`src/rtl/rtc_ascii_counter.sv`:
```
// Time-of-day stopwatch (HH:MM:SS:CC, 24 h) kept as cascaded BCD counters,
// presented as ASCII digit bytes for the LCD "Time" line.
//
// Ports:
//   clk        system clock, rising edge
//   rst        synchronous active-low reset
//   run        1 = prescaler and time advance, 0 = hold
//   clr        synchronous clear of time and prescaler
//   load_req   level request to load load_hh/load_mm/load_ss (BCD)
//   load_ack   one-cycle pulse, load accepted
//   load_err   one-cycle pulse, load rejected (bad BCD or out of range)
//   tick       one-cycle pulse on every centisecond increment
//   day_wrap   one-cycle pulse on 23:59:59:99 -> 00:00:00:00
//   cnt_*, sec_*, min_*, hour_*  ASCII digits {4'h3, bcd}, combinational
module rtc_ascii_counter #(
  parameter int unsigned TICK_DIV = 250000,
  parameter int unsigned DIV_W    = 18
) (
  input  logic       clk,
  input  logic       rst,
  input  logic       run,
  input  logic       clr,
  input  logic       load_req,
  input  logic [7:0] load_hh,
  input  logic [7:0] load_mm,
  input  logic [7:0] load_ss,
  output logic       load_ack,
  output logic       load_err,
  output logic       tick,
  output logic       day_wrap,
  output logic [7:0] cnt_1,
  output logic [7:0] cnt_10,
  output logic [7:0] sec_1,
  output logic [7:0] sec_10,
  output logic [7:0] min_1,
  output logic [7:0] min_10,
  output logic [7:0] hour_1,
  output logic [7:0] hour_10
);

  localparam int unsigned FIELD_W = 8;
  localparam logic [DIV_W-1:0] PRESC_LAST = DIV_W'(TICK_DIV - 1);
  localparam logic [FIELD_W-1:0] CC_MAX = 8'h99;
  localparam logic [FIELD_W-1:0] SS_MAX = 8'h59;
  localparam logic [FIELD_W-1:0] MM_MAX = 8'h59;
  localparam logic [FIELD_W-1:0] HH_MAX = 8'h23;

  // Two-digit BCD increment that wraps to 00 when the field is at its maximum.
  function automatic logic [FIELD_W-1:0] bcd_inc(input logic [FIELD_W-1:0] v,
                                                 input logic [FIELD_W-1:0] max);
    logic [FIELD_W-1:0] r;
    if (v == max)           r = '0;
    else if (v[3:0] == 4'd9) r = {v[7:4] + 4'd1, 4'd0};
    else                     r = {v[7:4], v[3:0] + 4'd1};
    return r;
  endfunction

  // Both nibbles decimal and the value no larger than the field maximum.
  function automatic logic bcd_ok(input logic [FIELD_W-1:0] v,
                                  input logic [FIELD_W-1:0] max);
    return (v[7:4] <= 4'd9) && (v[3:0] <= 4'd9) && (v <= max);
  endfunction

  logic [DIV_W-1:0]   presc_q, presc_nxt;
  logic [FIELD_W-1:0] cc_q, ss_q, mm_q, hh_q;
  logic [FIELD_W-1:0] cc_nxt, ss_nxt, mm_nxt, hh_nxt;
  logic               ack_nxt, err_nxt, tick_nxt, wrap_nxt;
  logic               load_ok_c, tick_due_c;

  assign load_ok_c  = bcd_ok(load_hh, HH_MAX) && bcd_ok(load_mm, MM_MAX) &&
                      bcd_ok(load_ss, SS_MAX);
  assign tick_due_c = run && (presc_q == PRESC_LAST);

  // Next-state: clr > valid load > prescaler/cascade.
  always_comb begin
    presc_nxt = presc_q;
    cc_nxt    = cc_q;
    ss_nxt    = ss_q;
    mm_nxt    = mm_q;
    hh_nxt    = hh_q;
    ack_nxt   = 1'b0;
    err_nxt   = 1'b0;
    tick_nxt  = 1'b0;
    wrap_nxt  = 1'b0;
    if (clr) begin
      presc_nxt = '0;
      cc_nxt    = '0;
      ss_nxt    = '0;
      mm_nxt    = '0;
      hh_nxt    = '0;
    end else if (load_req && load_ok_c) begin
      presc_nxt = '0;
      cc_nxt    = '0;
      ss_nxt    = load_ss;
      mm_nxt    = load_mm;
      hh_nxt    = load_hh;
      ack_nxt   = 1'b1;
    end else begin
      // A rejected load leaves timekeeping untouched, so no centisecond is lost.
      err_nxt = load_req;
      if (tick_due_c) begin
        presc_nxt = '0;
        tick_nxt  = 1'b1;
        wrap_nxt  = (cc_q == CC_MAX) && (ss_q == SS_MAX) &&
                    (mm_q == MM_MAX) && (hh_q == HH_MAX);
        cc_nxt    = bcd_inc(cc_q, CC_MAX);
        if (cc_q == CC_MAX) begin
          ss_nxt = bcd_inc(ss_q, SS_MAX);
          if (ss_q == SS_MAX) begin
            mm_nxt = bcd_inc(mm_q, MM_MAX);
            if (mm_q == MM_MAX) hh_nxt = bcd_inc(hh_q, HH_MAX);
          end
        end
      end else if (run) begin
        presc_nxt = presc_q + DIV_W'(1);
      end
    end
  end

  // State and pulse registers.
  always_ff @(posedge clk) begin
    if (!rst) begin
      presc_q  <= '0;
      cc_q     <= '0;
      ss_q     <= '0;
      mm_q     <= '0;
      hh_q     <= '0;
      load_ack <= 1'b0;
      load_err <= 1'b0;
      tick     <= 1'b0;
      day_wrap <= 1'b0;
    end else begin
      presc_q  <= presc_nxt;
      cc_q     <= cc_nxt;
      ss_q     <= ss_nxt;
      mm_q     <= mm_nxt;
      hh_q     <= hh_nxt;
      load_ack <= ack_nxt;
      load_err <= err_nxt;
      tick     <= tick_nxt;
      day_wrap <= wrap_nxt;
    end
  end

  // ASCII digits straight from the BCD registers.
  assign cnt_1   = {4'h3, cc_q[3:0]};
  assign cnt_10  = {4'h3, cc_q[7:4]};
  assign sec_1   = {4'h3, ss_q[3:0]};
  assign sec_10  = {4'h3, ss_q[7:4]};
  assign min_1   = {4'h3, mm_q[3:0]};
  assign min_10  = {4'h3, mm_q[7:4]};
  assign hour_1  = {4'h3, hh_q[3:0]};
  assign hour_10 = {4'h3, hh_q[7:4]};

endmodule
```
`config.mk`:
```
export PLATFORM = sky130hd
export DESIGN_NAME = rtc_ascii_counter
export DESIGN_NICKNAME = d
export VERILOG_FILES = /design/src/rtl/rtc_ascii_counter.sv
export SDC_FILE = /design/constraint.sdc
export NUM_CORES = 1
export LEC_CHECK = 0
export CAP_MARGIN = 5
export CORE_MARGIN = 2
export CORE_UTILIZATION = 30
export DETAILED_ROUTE_END_ITERATION = 8
export HOLD_SLACK_MARGIN = 0.02
export SLEW_MARGIN = 20
export SYNTH_ARGS = -nofsm -noshare
export SYNTH_HDL_FRONTEND = slang
export SYNTH_SLANG_ARGS = --single-unit
export TNS_END_PERCENT = 5
```
`constraint.sdc`:
```
create_clock -name clk -period 2.8 [get_ports clk]
set_input_delay 0.56 -clock clk [delete_from_list [all_inputs] [get_ports clk]]
set_output_delay 0.56 -clock clk [all_outputs]
set_load 0.02 [all_outputs]
```
**Word-level counts from Yosys, hierarchy flattened**

Index checks and enable logic that the tools add are counted.

- Register bits after elaboration: 54
- Input port bits: 29
- Output and inout port bits: 68
- Logic and storage cells: 96

- $add $sub $neg: 9
- Order comparisons: 9
- Equal/unequal tests: 9
- Mux-type cells: 22
- Bitwise operators: 2
- Reduce and logical (&&, ||, !) cells: 32

Operator list:

| cell | number |
|---|---|
| $mux W8 | 20 |
| $add A4 B1 Y4 const B | 8 |
| $le A4 B4 Y1 const B | 6 |
| $add A18 B1 Y18 const B | 1 |
| $eq A18 B18 Y1 const B | 1 |
| $eq A4 B4 Y1 const B | 4 |
| $eq A8 B7 Y1 const B | 2 |
| $le A8 B7 Y1 const B | 2 |
| $logic_and A1 B1 Y1 | 13 |
| $reduce_bool A2 Y1 | 5 |
| $reduce_bool A3 Y1 | 3 |
| $eq A8 B6 Y1 const B | 1 |
| $eq A8 B8 Y1 const B | 1 |
| $le A8 B6 Y1 const B | 1 |
| $reduce_and A4 Y1 | 2 |
| $reduce_or A4 Y1 | 2 |
| $reduce_and A3 Y1 | 2 |
| $reduce_and A5 Y1 | 1 |
| $reduce_and A2 Y1 | 2 |
| $reduce_or A3 Y1 | 1 |
| $mux W1 | 2 |
| $not A1 Y1 | 2 |
| $reduce_or A2 Y1 | 1 |

**Depth between registers and ports, before layout**

Gate-level depths: netlist (run 1).

- Depth after elaboration: 8
- Gate-level depth with buffers: 8

**Worst setup path after synthesis (run 1)**

No wires, ideal clock.

- Kind: register -> register
- Start: register ss_q[0]
- End: register hh_q[5]
- Library setup time: 133 ps
- Arrival: 2017 ps
- Required time: 2667 ps
- Setup slack: 650 ps
- Cell stages (with the launch flop): 8
- Path through: dfxtp_1 ha_1 nand3b_1 nor4bb_1 nand4_2 a21oi_1 mux2i_1 a21oi_1

- Word-level cells in the longest chain between the ends: 3

Ends and longest elaborated chain:

| element | RTL line | RTL |
|---|---|---|
| start: declaration | 65 | `logic [FIELD_W-1:0] cc_q, ss_q, mm_q, hh_q;` |
| start signal: assignment | 135 | `ss_q <= ss_nxt;` |
| $eq A8 B7 Y1 | 109 | `if (ss_q == SS_MAX) begin` |
| $reduce_bool A2 Y1 (no line) | - |  |
| $reduce_and A5 Y1 (no line) | - |  |
| end signal: assignment | 137 | `hh_q <= hh_nxt;` |
| end: declaration | 65 |  |

Every way passes these cells.
A chain may end at the register's enable or synchronous reset.

**Final worst setup path (run 1)**

- Start: input run
- End: register ss_q[7]

- Word-level cells in the longest chain between the ends: 3

Ends and longest elaborated chain:

| element | RTL line | RTL |
|---|---|---|
| start: declaration | 21 | `input logic run,` |
| $logic_and A1 B1 Y1 | 72 | `assign tick_due_c = run && (presc_q == PRESC_LAST);` |
| $reduce_bool A2 Y1 (no line) | - |  |
| $reduce_and A3 Y1 (no line) | - |  |

Every way passes these cells.

==> metrics.cfg, run 1 <==
[synth]
syn_area_sq_um = 3110
seq_area_frac_synth_pct = 34.7
ys_async_sr_fraction_pct = 0
synth_cells = 377
synth-seq-cells = 54
synth_edf_count = 0
syn-mean-instance-area_sq_um = 8.25
ys_types = 48
yosys_warnings = 0
synth-main-ff-cell = dfxtp_1

[clocking]
htree_levels = 2
cts_buffers = 5
hold_buffers = 0
clkTransAtPathRegs_ps = 100
cts_post_setup_buffers_inserted = 0
cts.repair.resized = 0
cts_tree = done
clock_sinks = 54
clk_root_buffer_cell = clkbuf_8
insertion_delay_ps = 310
cts.path.max_buffers = 2

[layout]
multi_input_area_sq_um = 1820
layout.cells.non_filler = 586
seq_area_sq_um = 1080
diodes = 0
fillers = 1041
syn2layout_area_growth_pct = 27.8
drive_above_1_share_pct = 6.44
design_area_sq_um = 3980
layout.nets = 493

[routing]
routedWlPerCell_um = 12.5
num_vias = 2781
via_per_inst = 4.75
wl_mm = 7.32
drtPass1Iterations = 6
postRouteAntennaNets = 0
drc = 0
drt-initial-drc-count = 140

[sta]
hold_viol_final = 0
finalMaxSlewViolations = 0
rsz0062_at_grt = no
setup_tns_ps = 0
setup_violations = 0
min_period_ps = 2360
whs_ps = 483
clock.fmax_ghz = 0.423
clock_skew_ps = 9.51
fin_crit_sh_pct = 84.5

[status]
status = finished, final reports clean

[grt]
grt_overflow = 0
grt_pass1_wl_mm = 12.0
grt_max_degree = 19
antenna_found_initial = 0
first_global_vias = 2517
grt.total_usage_pct = 13.2

[flow_run]
drv_cap = 0

[power]
p_leak_nw = 1.39
ir_drop_mv = 0.213
totalPowerFinal_mw = 1.43
p_per_area_nw_per_um2 = 359

[worst_setup_path]
critPathMaxFanout = 6
startpoint_type = input pin
crit_required_ps = 3050
cp_slowest_cell = clkdlybuf4s50_1
arrival_ps = 2610
slowest_delay_ps = 490
critPathKind = in2reg
cpMostUsedCell = nand4_1
path_cells = clkdlybuf4s50_1 > nand4_1 > nand3b_1 > nor4_4 > nand4_1 > or3_1 > a21oi_2
end_kind = flop

[die]
ios = 97
dieArea_sq_um = 11200
fp.dieH_um = 106
core_area_sq_um = 10200
start_util_pct = 30.6
rows = 37
fp.dieW_um = 106

[placed_design]
numPortBuffers = 64
dp_cells = 578
gp_congestion = 0.819
placed_area_sq_um = 3870
hpwlAfterDp_mm = 5.73

[worst_hold_path]
worstHoldPathType = reg2reg

[per-stage QoR]
| step | util (%) | setup WS, ps |
|---|---|---|
| 2_1_floorplan | - | 650 |
| 3_3_place_gp | 38.0 | 137 |
| 3_5_place_dp | 38.0 | 82.8 |
| 4_1_cts | 39.0 | 395 |
| 5_1_grt | 39.0 | 211 |
| 6_report | 39.0 | 435 |
[cell type report]
class                   instances  share of cell area (%)
clock inverters                 2                   0.944
flip-flops and latches         54                    27.2
clock buffers                   6                    1.83
well taps                     136                    4.28
repair buffers                 76                    19.0
inverters                      10                   0.944
multi-input cells             302                    45.8
[routing by layer]
| layer | up-vias | GRT usage [%] | wire (um) |
|---|---|---|---|
| li1 | 1411 | - | - |
| met1 | 1274 | 17.9 | 3460 |
| met2 | 87 | 21.3 | 3430 |
| met3 | 9 | 2.10 | 321 |
| met4 | 0 | 4.32 | 111 |
| met5 | - | 0 | 0 |
[logic make-up (layout without fill, tap and decap cells)]
family	after synthesis	after routing	synth area share (%)
simple gates	156	156	28.3
fa+ha+maj	15	15	6.03
buf+inv	51	94	10.3
xor+xnor	24	24	6.76
mux	5	5	1.61
other cells	2	32	0.241
flops	54	54	34.7
compound gates	70	70	12.0
[critical path: cells and delay by family]
family,cells,cell delay [ps]
buffers and inverters,1,490
AO/OA/AOI/OAI,1,130
AND/OR/NAND/NOR,5,1420
[Yosys cell counts, types with 2 or more instances]
| library cell | number | area, sq um |
|---|---|---|
| dfxtp_1 | 54 | 1080 |
| nor2_1 | 36 | 135 |
| buf_4 | 32 | 240 |
| a21oi_1 | 31 | 155 |
| o21ai_0 | 30 | 150 |
| nand2_1 | 25 | 93.8 |
| nor3_1 | 20 | 100 |
| nand3_1 | 18 | 90.1 |
| xor2_1 | 17 | 149 |
| ha_1 | 15 | 188 |
| nand4_1 | 13 | 81.3 |
| inv_1 | 10 | 37.5 |
| clkbuf_1 | 8 | 30.0 |
| or3_1 | 7 | 43.8 |
| xnor2_1 | 7 | 61.3 |
| nand3b_1 | 6 | 45.0 |
| mux2i_1 | 5 | 50.1 |
| nor2b_1 | 4 | 25.0 |
| a31oi_1 | 3 | 18.8 |
| and3_1 | 3 | 18.8 |
| and3b_1 | 3 | 26.3 |
| and4_1 | 3 | 26.3 |
| conb_1 | 2 | 7.51 |
[power breakdown]
| group | switching, mW | leakage [nW] | internal [mW] |
|---|---|---|---|
| Combinational | 0.0735 | 0.901 | 0.0532 |
| Sequential | 0.00168 | 0.435 | 0.769 |
| Clock | 0.263 | 0.0514 | 0.267 |
| Total | 0.338 | 1.39 | 1.09 |
[placed cells by master (no fill, tap or decap), drive strengths merged, types with 4 or more instances in the layout]
| cell | netlist | routed |
|---|---|---|
| clkdlybuf4s50 | 0 | 64 |
| dfxtp | 54 | 54 |
| nor2 | 36 | 36 |
| conb | 2 | 32 |
| a21oi | 32 | 32 |
| o21ai | 30 | 30 |
| nand2 | 25 | 25 |
| nor3 | 20 | 20 |
| nand3 | 19 | 19 |
| xor2 | 17 | 17 |
| ha | 15 | 15 |
| nand4 | 14 | 14 |
| buf | 32 | 12 |
| inv | 10 | 10 |
| or3 | 7 | 7 |
| xnor2 | 7 | 7 |
| nand3b | 6 | 6 |
| clkbuf | 9 | 6 |
| mux2i | 5 | 5 |
| nor2b | 4 | 4 |
| and4 | 4 | 4 |
[sequential cells by signal, summed over array words and instances, names as in the netlist]
signal,count
tick,1
day_wrap,1
mm_q,8
hh_q,8
load_ack,1
presc_q,18
load_err,1
ss_q,8
cc_q,8
[path summary, 6_finish.rpt]
check / startpoint / endpoint / slack [ps] / cells after the start
worst max-delay path: run / ss_q[7]$_SDFFE_PP0P_ / 440 / 7
worst min-delay path: mm_q[7]$_SDFFE_PP0P_ / mm_q[7]$_SDFFE_PP0P_ / 480 / 2
worst max register to register: presc_q[0]$_SDFFE_PP0P_ / ss_q[7]$_SDFFE_PP0P_ / 520 / 7
worst min register to register: mm_q[7]$_SDFFE_PP0P_ / mm_q[7]$_SDFFE_PP0P_ / 480 / 2
No activity file was read; power rests on OpenSTA's default activity.
==> run 2: changes to the inputs <==
clock period = 1.97 ns   (was 2.8 ns; I/O delays follow)
==> metrics.cfg, run 2 (synthesized netlist as in run 1, its figures left out) <==
[worst_setup_path]
startpoint_type = flop
worst_r2r_path_depth = 6  ; -1
critPathTopFamily = simple AND/OR/NAND/NOR gates
path_cells = nand2b_4 > or4_4 > nor4_4 > nand4_1 > or3_1 > a21oi_2
cp_slowest_cell = or4_4
crit_required_ps = 2220  ; -830 ps
slowest_delay_ps = 520  ; +30 ps
reg2reg_to = ss_q[7]$_SDFFE_PP0P_
r2r_start = presc_q[9]$_SDFFE_PP0P_
critPathKind = reg2reg
end_kind = flop
crit_cells = 6  ; -1
critPathMaxFanout = 2  ; -4
arrival_ps = 2210  ; -400 ps
reg2reg_slack_ps = 4  ; -520 ps
path_buf_inv = 0  ; -1

[placed_design]
numPortBuffers = 64  ; unchanged
gp_congestion = 0.841  ; +2.7%
dpl_worst_slack_ps = -425  ; -507 ps
hpwlAfterDp_mm = 6.43  ; +12%
dp_cells = 631  ; +9.2%

[layout]
seq_area_sq_um = 1100  ; +2.0%
top_register = presc_q
multi_input_area_sq_um = 1910  ; +4.7%
diodes = 0  ; unchanged
syn2layout_area_growth_pct = 45.4
largest_register_ffs = 18  ; unchanged
layout.nets = 550  ; +12%
layout.cells.non_filler = 643  ; +9.7%
final_cell_mix = buf_4 (66), clkdlybuf4s50_1 (64), dfxtp_1 (37), nor2_1 (35), conb_1 (32)
final_common_cell = buf_4
fillers = 1006  ; -3.4%
drive_above_1_share_pct = 23.5  ; +17 points

[routing]
num_vias = 3048  ; +9.6%
drt-initial-drc-count = 109  ; -22%
wl_mm = 8.00  ; +9.3%
drtPass1Iterations = 4  ; -2
via_per_inst = 4.74  ; -0.11%
routedWlPerCell_um = 12.4  ; -0.35%
postRouteAntennaNets = 0  ; unchanged
drc = 0  ; unchanged

[clocking]
clk_root_buffer_cell = clkbuf_8
clock_sinks = 54  ; unchanged
clkTransAtPathRegs_ps = 100  ; about the same
cts.path.max_buffers = 2  ; unchanged
insertion_delay_ps = 300  ; about the same
htree_levels = 2  ; unchanged
hold_buffers = 0  ; unchanged
cts_buffers = 5  ; unchanged
cts_tree = done

[grt]
grt_overflow = 0  ; unchanged
antenna_found_initial = 0  ; unchanged
grt_pass1_wl_mm = 13.4  ; +12%
grt.total_usage_pct = 14.3  ; +1.1 points
first_global_vias = 2985  ; +19%
grt_max_degree = 19  ; unchanged

[power]
ir_drop_mv = 0.262  ; +23%
p_per_area_nw_per_um2 = 452  ; +26%
totalPowerFinal_mw = 2.05  ; +43%
p_leak_nw = 1.69  ; +22%

[sta]
setup_violations = 0  ; unchanged
setup_slack_ps = 4.21  ; -431 ps
hold_viol_final = 0  ; unchanged
setup_tns_ps = 0  ; unchanged
clock_skew_ps = 7.81  ; -1.70 ps
min_period_ps = 1970
fin_crit_sh_pct = 99.8
rsz0062_at_grt = yes
finalMaxSlewViolations = 0  ; unchanged
clock.fmax_ghz = 0.509

[flow_run]
drv_cap = 0  ; unchanged

[die]
fp.dieW_um = 106  ; unchanged
start_util_pct = 30.6  ; unchanged
dieArea_sq_um = 11200  ; unchanged
fp.dieH_um = 106  ; unchanged
core_area_sq_um = 10200  ; unchanged
ios = 97  ; unchanged
rows = 37  ; unchanged

[worst_hold_path]
worstHoldPathType = reg2reg
hold-path-endpoint = mm_q[7]$_SDFFE_PP0P_
whs_path_depth = 2  ; unchanged
hp-start = mm_q[7]$_SDFFE_PP0P_

[status]
status = finished, final reports clean

==> run 2: cell count changes in the layout (fill, tap and decap cells not counted), sizes merged <==
| cell | before | now |
|---|---|---|
| buf | 12 | 69 |
==> run 2: routing by layer <==
layer	global-route usage (%)	wire length (um)
met5	0	0
met4	3.67	108
met3	2.16	350
met2	25.1	3990
met1	18.2	3550
==> run 2: how the worst max path moves through the flow <==
stage                           end  slack, ps               startpoint
5_1_grt        ss_q[7]$_SDFFE_PP0P_        -90  presc_q[9]$_SDFFE_PP0P_
3_3_place_gp   ss_q[3]$_SDFFE_PP0P_       -340               load_ss[2]
2_1_floorplan  ss_q[7]$_SDFFE_PP0P_         -6  presc_q[1]$_SDFFE_PP0P_
6_report       ss_q[7]$_SDFFE_PP0P_          4  presc_q[9]$_SDFFE_PP0P_
3_5_place_dp   ss_q[1]$_SDFFE_PP0P_       -420               load_ss[2]
4_1_cts        ss_q[7]$_SDFFE_PP0P_        -20  presc_q[9]$_SDFFE_PP0P_
==> run 2: stage by stage <==
stage / instance area [sq um] / utilization (%) / hold WS (ps)
after detailed placement: 4320 / 42.4 / 480
after CTS: 4480 / 44.0 / 491
after floorplan: 3270 / - / 486
final: 4520 / 44.4 / 486
after global routing: 4520 / 44.4 / 504
after global placement: 4320 / 42.4 / 464
==> run 2: report_power, final <==
part	total [mW]	switching (mW)	leakage (nW)	internal, mW
clock	0.747	0.368	0.0514	0.380
sequential	1.10	0.00335	0.444	1.09
combinational	0.201	0.111	1.20	0.0903
==> run 2: what timing repair did <==
item,CTS,global route
setup buffers,3,1
resized for setup,8,15
setup endpoints to repair,39,25
cloned,0,0
hold endpoints to repair,0,0
pin swaps,6,6
==> run 2: area by class of cell <==
type                    instances  area share, %
clock buffers                   6           1.60
clock inverters                 2          0.830
inverters                      10          0.830
multi-input cells             302           42.2
flip-flops and latches         54           24.4
well taps                     136           3.76
repair buffers                133           26.4
==> run 2: tightest hold or removal path, stage by stage (launching register included) <==
cell     delay [ps]
dfxtp_1         340
nand2_1          60
a21oi_1          50
